$ cat config.mk
export PLATFORM = sky130hd
export DESIGN_NAME = irq_coalesce_ctrl
export DESIGN_NICKNAME = d
export VERILOG_FILES = /design/src/rtl/irq_coalesce_ctrl.sv
export SDC_FILE = /design/constraint.sdc
export NUM_CORES = 1
export LEC_CHECK = 0
export CELL_PAD_IN_SITES_DETAIL_PLACEMENT = 1
export CELL_PAD_IN_SITES_GLOBAL_PLACEMENT = 1
export CORE_ASPECT_RATIO = 0.7
export CORE_MARGIN = 2
export CORE_UTILIZATION = 41
export CTS_CLUSTER_DIAMETER = 60
export DETAILED_ROUTE_END_ITERATION = 10
export PLACE_DENSITY_LB_ADDON = 0.1
export RECOVER_POWER = 100
export SYNTH_ARGS = -nofsm -noshare
export SYNTH_HDL_FRONTEND = slang
export SYNTH_SLANG_ARGS = --single-unit
export TNS_END_PERCENT = 50
$ cat constraint.sdc
create_clock -name clk -period 4.5 [get_ports clk]
set_clock_uncertainty 0.2 [all_clocks]
set_input_delay 0.9 -clock clk [delete_from_list [all_inputs] [get_ports clk]]
set_output_delay 0.9 -clock clk [all_outputs]
set_load 0.05 [all_outputs]
$ cat src/rtl/irq_coalesce_ctrl.sv
// irq_coalesce_ctrl
// Interrupt coalescing controller between fabric event sources and one HPS
// f2h_irq line. Events are latched into PENDING and counted. irq is raised
// when the count reaches THRESH or the accumulation timer reaches TIMEOUT.
// After irq drops, a hold-off gap is enforced before the next irq.
// Software access is through an Avalon-MM slave with fixed read latency 1.
//
// Register map (word addresses):
//   0 PENDING (RO, W1C)   1 MASK (RW)   2 THRESH (RW, 0 acts as 1)
//   3 TIMEOUT (RW, 0 disables)   4 EVCOUNT (RO)   5 TSTAMP (RO)
//
// Optional feature macro: IRQ_COALESCE_TSTAMP_EN
//   defined   : a free-running 32-bit cycle counter is captured into TSTAMP
//               on every IDLE/ACCUM -> FIRE transition
//   undefined : no counter logic; address 5 reads 0
module irq_coalesce_ctrl #(
  parameter int NUM_SRC     = 4,
  parameter int CNT_W       = 16,
  parameter int HOLDOFF_CYC = 8
) (
  input  logic               clk,
  input  logic               reset_n,
  input  logic [NUM_SRC-1:0] evt_in,
  input  logic [2:0]         avs_address,
  input  logic               avs_read,
  input  logic               avs_write,
  input  logic [31:0]        avs_writedata,
  output logic [31:0]        avs_readdata,
  output logic               irq
);

  typedef enum logic [1:0] {
    IDLE    = 2'd0,
    ACCUM   = 2'd1,
    FIRE    = 2'd2,
    HOLDOFF = 2'd3
  } state_t;

  localparam logic [31:0]      HOLDOFF_LAST = 32'(HOLDOFF_CYC - 1);
  localparam logic [CNT_W-1:0] CNT_ONE      = CNT_W'(1);
  localparam logic [CNT_W-1:0] CNT_MAX      = {CNT_W{1'b1}};

  state_t             state;
  state_t             state_next;

  logic [NUM_SRC-1:0] pending;
  logic [NUM_SRC-1:0] pending_clr;
  logic [NUM_SRC-1:0] pending_upd;
  logic [NUM_SRC-1:0] mask;

  logic [CNT_W-1:0]   thresh;
  logic [CNT_W-1:0]   thresh_eff;
  logic [CNT_W-1:0]   evcount;
  logic [CNT_W-1:0]   evcount_inc;
  logic [CNT_W-1:0]   evcount_next;

  logic [31:0]        timeout;
  logic [31:0]        timer;
  logic [31:0]        timer_inc;
  logic [31:0]        timer_next;
  logic [31:0]        rd_mux;

  logic               wr_pending;
  logic               wr_mask;
  logic               wr_thresh;
  logic               wr_timeout;
  logic               hit;
  logic               live;
  logic               thresh_met;
  logic               timeout_met;

  // Decode writes and compute this cycle's updated pending/count/timer views
  always_comb begin
    wr_pending  = avs_write && (avs_address == 3'd0);
    wr_mask     = avs_write && (avs_address == 3'd1);
    wr_thresh   = avs_write && (avs_address == 3'd2);
    wr_timeout  = avs_write && (avs_address == 3'd3);

    pending_clr = wr_pending ? avs_writedata[NUM_SRC-1:0] : '0;
    pending_upd = (pending & ~pending_clr) | evt_in;

    hit         = |(evt_in & mask);
    live        = |(pending_upd & mask);

    evcount_inc = (hit && (evcount != CNT_MAX)) ? (evcount + CNT_ONE) : evcount;
    thresh_eff  = (thresh == '0) ? CNT_ONE : thresh;
    thresh_met  = (evcount_inc >= thresh_eff);

    timer_inc   = (timer != 32'hFFFF_FFFF) ? (timer + 32'd1) : timer;
    timeout_met = (timeout != 32'd0) && (timer_inc >= timeout);
  end

  // Next-state, next event count and next timer value
  always_comb begin
    state_next   = state;
    evcount_next = evcount_inc;
    timer_next   = timer;

    case (state)
      IDLE: begin
        timer_next = 32'd0;
        if (hit) begin
          if (thresh_met) begin
            state_next = FIRE;
          end else begin
            state_next = ACCUM;
          end
        end
      end

      ACCUM: begin
        timer_next = timer_inc;
        if (!live) begin
          state_next   = IDLE;
          evcount_next = '0;
          timer_next   = 32'd0;
        end else if (thresh_met || timeout_met) begin
          state_next = FIRE;
          timer_next = 32'd0;
        end
      end

      FIRE: begin
        timer_next = 32'd0;
        if (!live) begin
          state_next   = HOLDOFF;
          evcount_next = '0;
        end
      end

      HOLDOFF: begin
        timer_next = timer_inc;
        if (timer_inc >= HOLDOFF_LAST) begin
          timer_next = 32'd0;
          if (live) begin
            state_next = ACCUM;
          end else begin
            state_next   = IDLE;
            evcount_next = '0;
          end
        end
      end

      default: begin
        state_next   = IDLE;
        evcount_next = '0;
        timer_next   = 32'd0;
      end
    endcase
  end

  // State register
  always_ff @(posedge clk or negedge reset_n) begin
    if (!reset_n) begin
      state <= IDLE;
    end else begin
      state <= state_next;
    end
  end

  // Control registers, event bookkeeping and the registered irq output
  always_ff @(posedge clk or negedge reset_n) begin
    if (!reset_n) begin
      pending <= '0;
      mask    <= '0;
      thresh  <= CNT_ONE;
      timeout <= 32'd0;
      evcount <= '0;
      timer   <= 32'd0;
      irq     <= 1'b0;
    end else begin
      pending <= pending_upd;
      evcount <= evcount_next;
      timer   <= timer_next;
      irq     <= (state_next == FIRE);
      if (wr_mask) begin
        mask <= avs_writedata[NUM_SRC-1:0];
      end
      if (wr_thresh) begin
        thresh <= avs_writedata[CNT_W-1:0];
      end
      if (wr_timeout) begin
        timeout <= avs_writedata;
      end
    end
  end

`ifdef IRQ_COALESCE_TSTAMP_EN
  logic [31:0] cycle_cnt;
  logic [31:0] tstamp;
  logic        tstamp_capture;

  // Capture the cycle counter whenever the FSM enters FIRE from IDLE/ACCUM
  always_comb begin
    tstamp_capture = ((state == IDLE) || (state == ACCUM)) && (state_next == FIRE);
  end

  // Free-running cycle counter and timestamp capture register
  always_ff @(posedge clk or negedge reset_n) begin
    if (!reset_n) begin
      cycle_cnt <= 32'd0;
      tstamp    <= 32'd0;
    end else begin
      cycle_cnt <= cycle_cnt + 32'd1;
      if (tstamp_capture) begin
        tstamp <= cycle_cnt;
      end
    end
  end
`endif

  // Read multiplexer; unmapped bits and addresses read as zero
  always_comb begin
    rd_mux = 32'd0;
    case (avs_address)
      3'd0: rd_mux[NUM_SRC-1:0] = pending;
      3'd1: rd_mux[NUM_SRC-1:0] = mask;
      3'd2: rd_mux[CNT_W-1:0]   = thresh;
      3'd3: rd_mux              = timeout;
      3'd4: rd_mux[CNT_W-1:0]   = evcount;
`ifdef IRQ_COALESCE_TSTAMP_EN
      3'd5: rd_mux              = tstamp;
`endif
      default: rd_mux = 32'd0;
    endcase
  end

  // Registered read data, returning the pre-write value one cycle after avs_read
  always_ff @(posedge clk or negedge reset_n) begin
    if (!reset_n) begin
      avs_readdata <= 32'd0;
    end else if (avs_read) begin
      avs_readdata <= rd_mux;
    end
  end

endmodule

==> results.md <==
- Syn Inst Count: 930
- Core Rows: 44
- Largest net degree at the start of global routing: 109
- Initial cell density of the core: between 40% and 50%
- CP endpoint kind: register
- Length in cells of the worst reg-to-reg path: 19
- Largest vdd supply drop: 0.0002493 V
- CP Max Fanout: 8
- Fill cell count: 2334
- Pwr/cell area: 390.1 nW/µm²
- Dpl cells: ~1400
- Number of global-route vias before repair: 7998
- Sequential share of the synthesized area: 40.52%
- # diodes: 0
- Final Non-Filler Cells: approximately 1400
- Critical path class: register to register
- FF+latch count, synth: ~140
- Placement Cell Area: 10460 µm²
- Die Span X: 177.0 µm
- GRT Overall Usage: 27.36%
- Setup crit start kind: register
- Final min period: 4.622 ns
- Predominant post-synthesis flop cell: dfrtp_1
- Post-synthesis cell type count: between 70 and 80
- First-pass GRT wire length: 46330 µm
- Failing checks: capacitance limit, slew limit, setup timing
- Final setup margin: -0.1216 ns
- Vias per inst: 5.499
- Remaining DRCs: 0
- Iteration-0 DRC Markers: around 570
- Pre-antenna DRT Iters: 4
- Layout Nets: 1231
- CTS root buf: clkbuf_16
- Clock sink count: 139
- Worst slew pin tran: about 2.9 ns
- Die H: 125.1 µm
- Yosys warnings: 0
- Clk slew on worst S/H paths: 0.07 ns
- Initial antenna violation count: 0
- Post-Synthesis Mean Instance Area: 9.235 µm²
- Design Area, Final: 11570 µm²
- Crit path DAT: between 4 and 5 ns
- Grt ovf: 0
- Port bufs: 75
- Peak Freq: 216.4 MHz
- Met2 usage: 38.96%
- Layout area overhead: 34.69%
- CTS H-tree depth: 4
- Synthesized area: 8588 µm²
- Most common cell after layout, fill and taps aside: buf_4
- Worst-skew pair later-pin latency: 0.43 ns
- Commonest non-fill, non-tap cells in the layout: buf_4, dfrtp_1, inv_1
- Worst Hold Path Cells: 1
- Post-route total power: 4.513 mW
- Worst endpoint required time: 4.60 ns
- Die area: roughly 22000 µm²
- Overall via count from detail_route: 7831
- Clock Tree Buf Depth: 2
- Post-synth EDFFs: 0
- Global-route met1 utilization: 42.27%
- RePlAce Congestion: between 0.8 and 0.9
- Slew margin rel.: -91.13%
- Final TNS setup: -1.663 ns
- Asr flop ratio synth: 100.0%
- Max Slew Vio Count: ~130
- Post-cts hold buffer count: 0
- CTS tree: yes
- Min-Delay Path Class: register to register
- Final core utilization: 56.03%
- Synth Net Count: slightly above 1000
- Layout cells sized above 1: 26.66%
- ANT nets after route: 0
- Ratio of final minimum period to clock period: 102.7%
- RSZ-0062 raised after global routing: yes
- Core area: 20640 µm²
- # setup viols final: 18
- DR WL/cell: 20.55 µm
- GR met3 Demand/Resource: 5.262%
- Num CTS Buffers: 17
- Final hold violations: 0
- Leak: 5.470 nW
- Most used routing layer: met1
- DP HPWL: 21220 µm
- Status: complete, but fails checks
- Max-cap violations: 2
- Drt total wl: 29270 µm
- I/O pins: 76
==> metrics by stage <==
step	setup WS [ns]	hold WS, ns
after CTS	-0.007706	0.3229
after detailed placement	-0.6985	0.3064
after global routing	-0.3455	0.3433
final	-0.1216	0.3026
after global placement	-0.5611	0.2736
after floorplan	0.007603	0.2555
==> where the power goes <==
| group | total (mW) | leakage, nW | switching, mW | internal [mW] |
|---|---|---|---|---|
| Combinational | 1.52 | 3.41 | 0.869 | 0.647 |
| Sequential | 1.60 | 1.78 | 0.190 | 1.41 |
| Clock | 1.40 | 0.281 | 0.661 | 0.738 |
| Total | 4.51 | 5.47 | 1.72 | 2.79 |
==> flip-flops by register name, indices dropped and copies added, names as in the netlist <==
signal        flops
avs_readdata     32
timeout          32
timer            32
evcount          16
thresh           16
mask              4
pending           4
state             2
irq               1
==> final timing paths <==
kind,from,endpoint,slack [ns]
min in group asynchronous,reset_n,pending[0],1.12
max reg2reg,timer[1],timer[22],-0.12
max,timer[1],timer[22],-0.12
min,avs_readdata[1],avs_readdata[1],0.30
min reg2reg,avs_readdata[1],avs_readdata[1],0.30
max in group asynchronous,reset_n,avs_readdata[31],1.02
==> synth_stat cells, drive strengths merged, types with 9 or more instances <==
cell | count | area, µm²
mux2i | 14 | 140.1
a21oi | 51 | 259.0
a21o | 11 | 82.58
a21boi | 15 | 146.4
nor2 | 86 | 322.8
nand3 | 20 | 100.1
ha | 53 | 663.1
and3 | 11 | 75.07
nand2 | 81 | 304.0
mux2 | 42 | 473.0
a31oi | 12 | 90.09
buf | 18 | 123.9
nor4 | 25 | 177.7
dfrtp | 138 | 3453
and2 | 9 | 57.56
clkbuf | 26 | 97.59
xor2 | 15 | 131.4
nor3 | 17 | 90.09
nand4 | 23 | 180.2
xnor2 | 27 | 236.5
o21ai | 50 | 250.2
and4 | 11 | 98.85
inv | 100 | 375.4
==> area by class of cell <==
class	instances	area (µm²)	area share [%]
clock buffer	17	425.4	3.678
tap	276	345.3	2.985
inverter	100	375.4	3.245
multi-input combinational	648	4887	42.25
clock inverter	15	148.9	1.287
timing repair buffer	229	1904	16.46
sequential	139	3481	30.09
==> metal layers <==
metal	routed length [µm]	up-vias
li1	-	3667
met1	14950	3918
met2	12160	218
met3	1742	28
met4	419	0
met5	0	-
==> cells by family after synthesis <==
group                      count (synthesis)  synth area share [%]
buffers and inverters                    144                 6.949
muxes                                     56                 7.139
and+or+nand+nor                          307                 18.46
xor gates and xnor gates                  42                 4.283
adders and majority gates                 54                 7.853
AOI/OAI and AO/OA                        188                 14.80
DFF                                      139                 40.52
==> worst max-delay path, cell delays in order (launching register included) <==
cell	delay, ns
dfrtp_1	0.39
ha_4	0.17
nand3_4	0.07
or4_4	0.44
o31a_1	0.35
nand3_2	0.09
xor2_2	0.18
inv_2	0.07
ha_4	0.27
nand4_1	0.13
or4_4	0.55
o32a_1	0.34
a21oi_2	0.19
maj3_2	0.23
a21o_1	0.19
a211oi_4	0.10
buf_6	0.14
a31oi_4	0.18
buf_8	0.18
nor2_4	0.03
==> timing repair <==
| item | 4_1_cts | 5_1_grt |
|---|---|---|
| gates cloned | 1 | 0 |
| pin swaps | 14 | 19 |
| gates resized for setup | 33 | 48 |
| endpoints found under the setup margin | 35 | 35 |
| buffers inserted | 16 | 10 |
No activity file was read; power rests on OpenSTA's default activity.
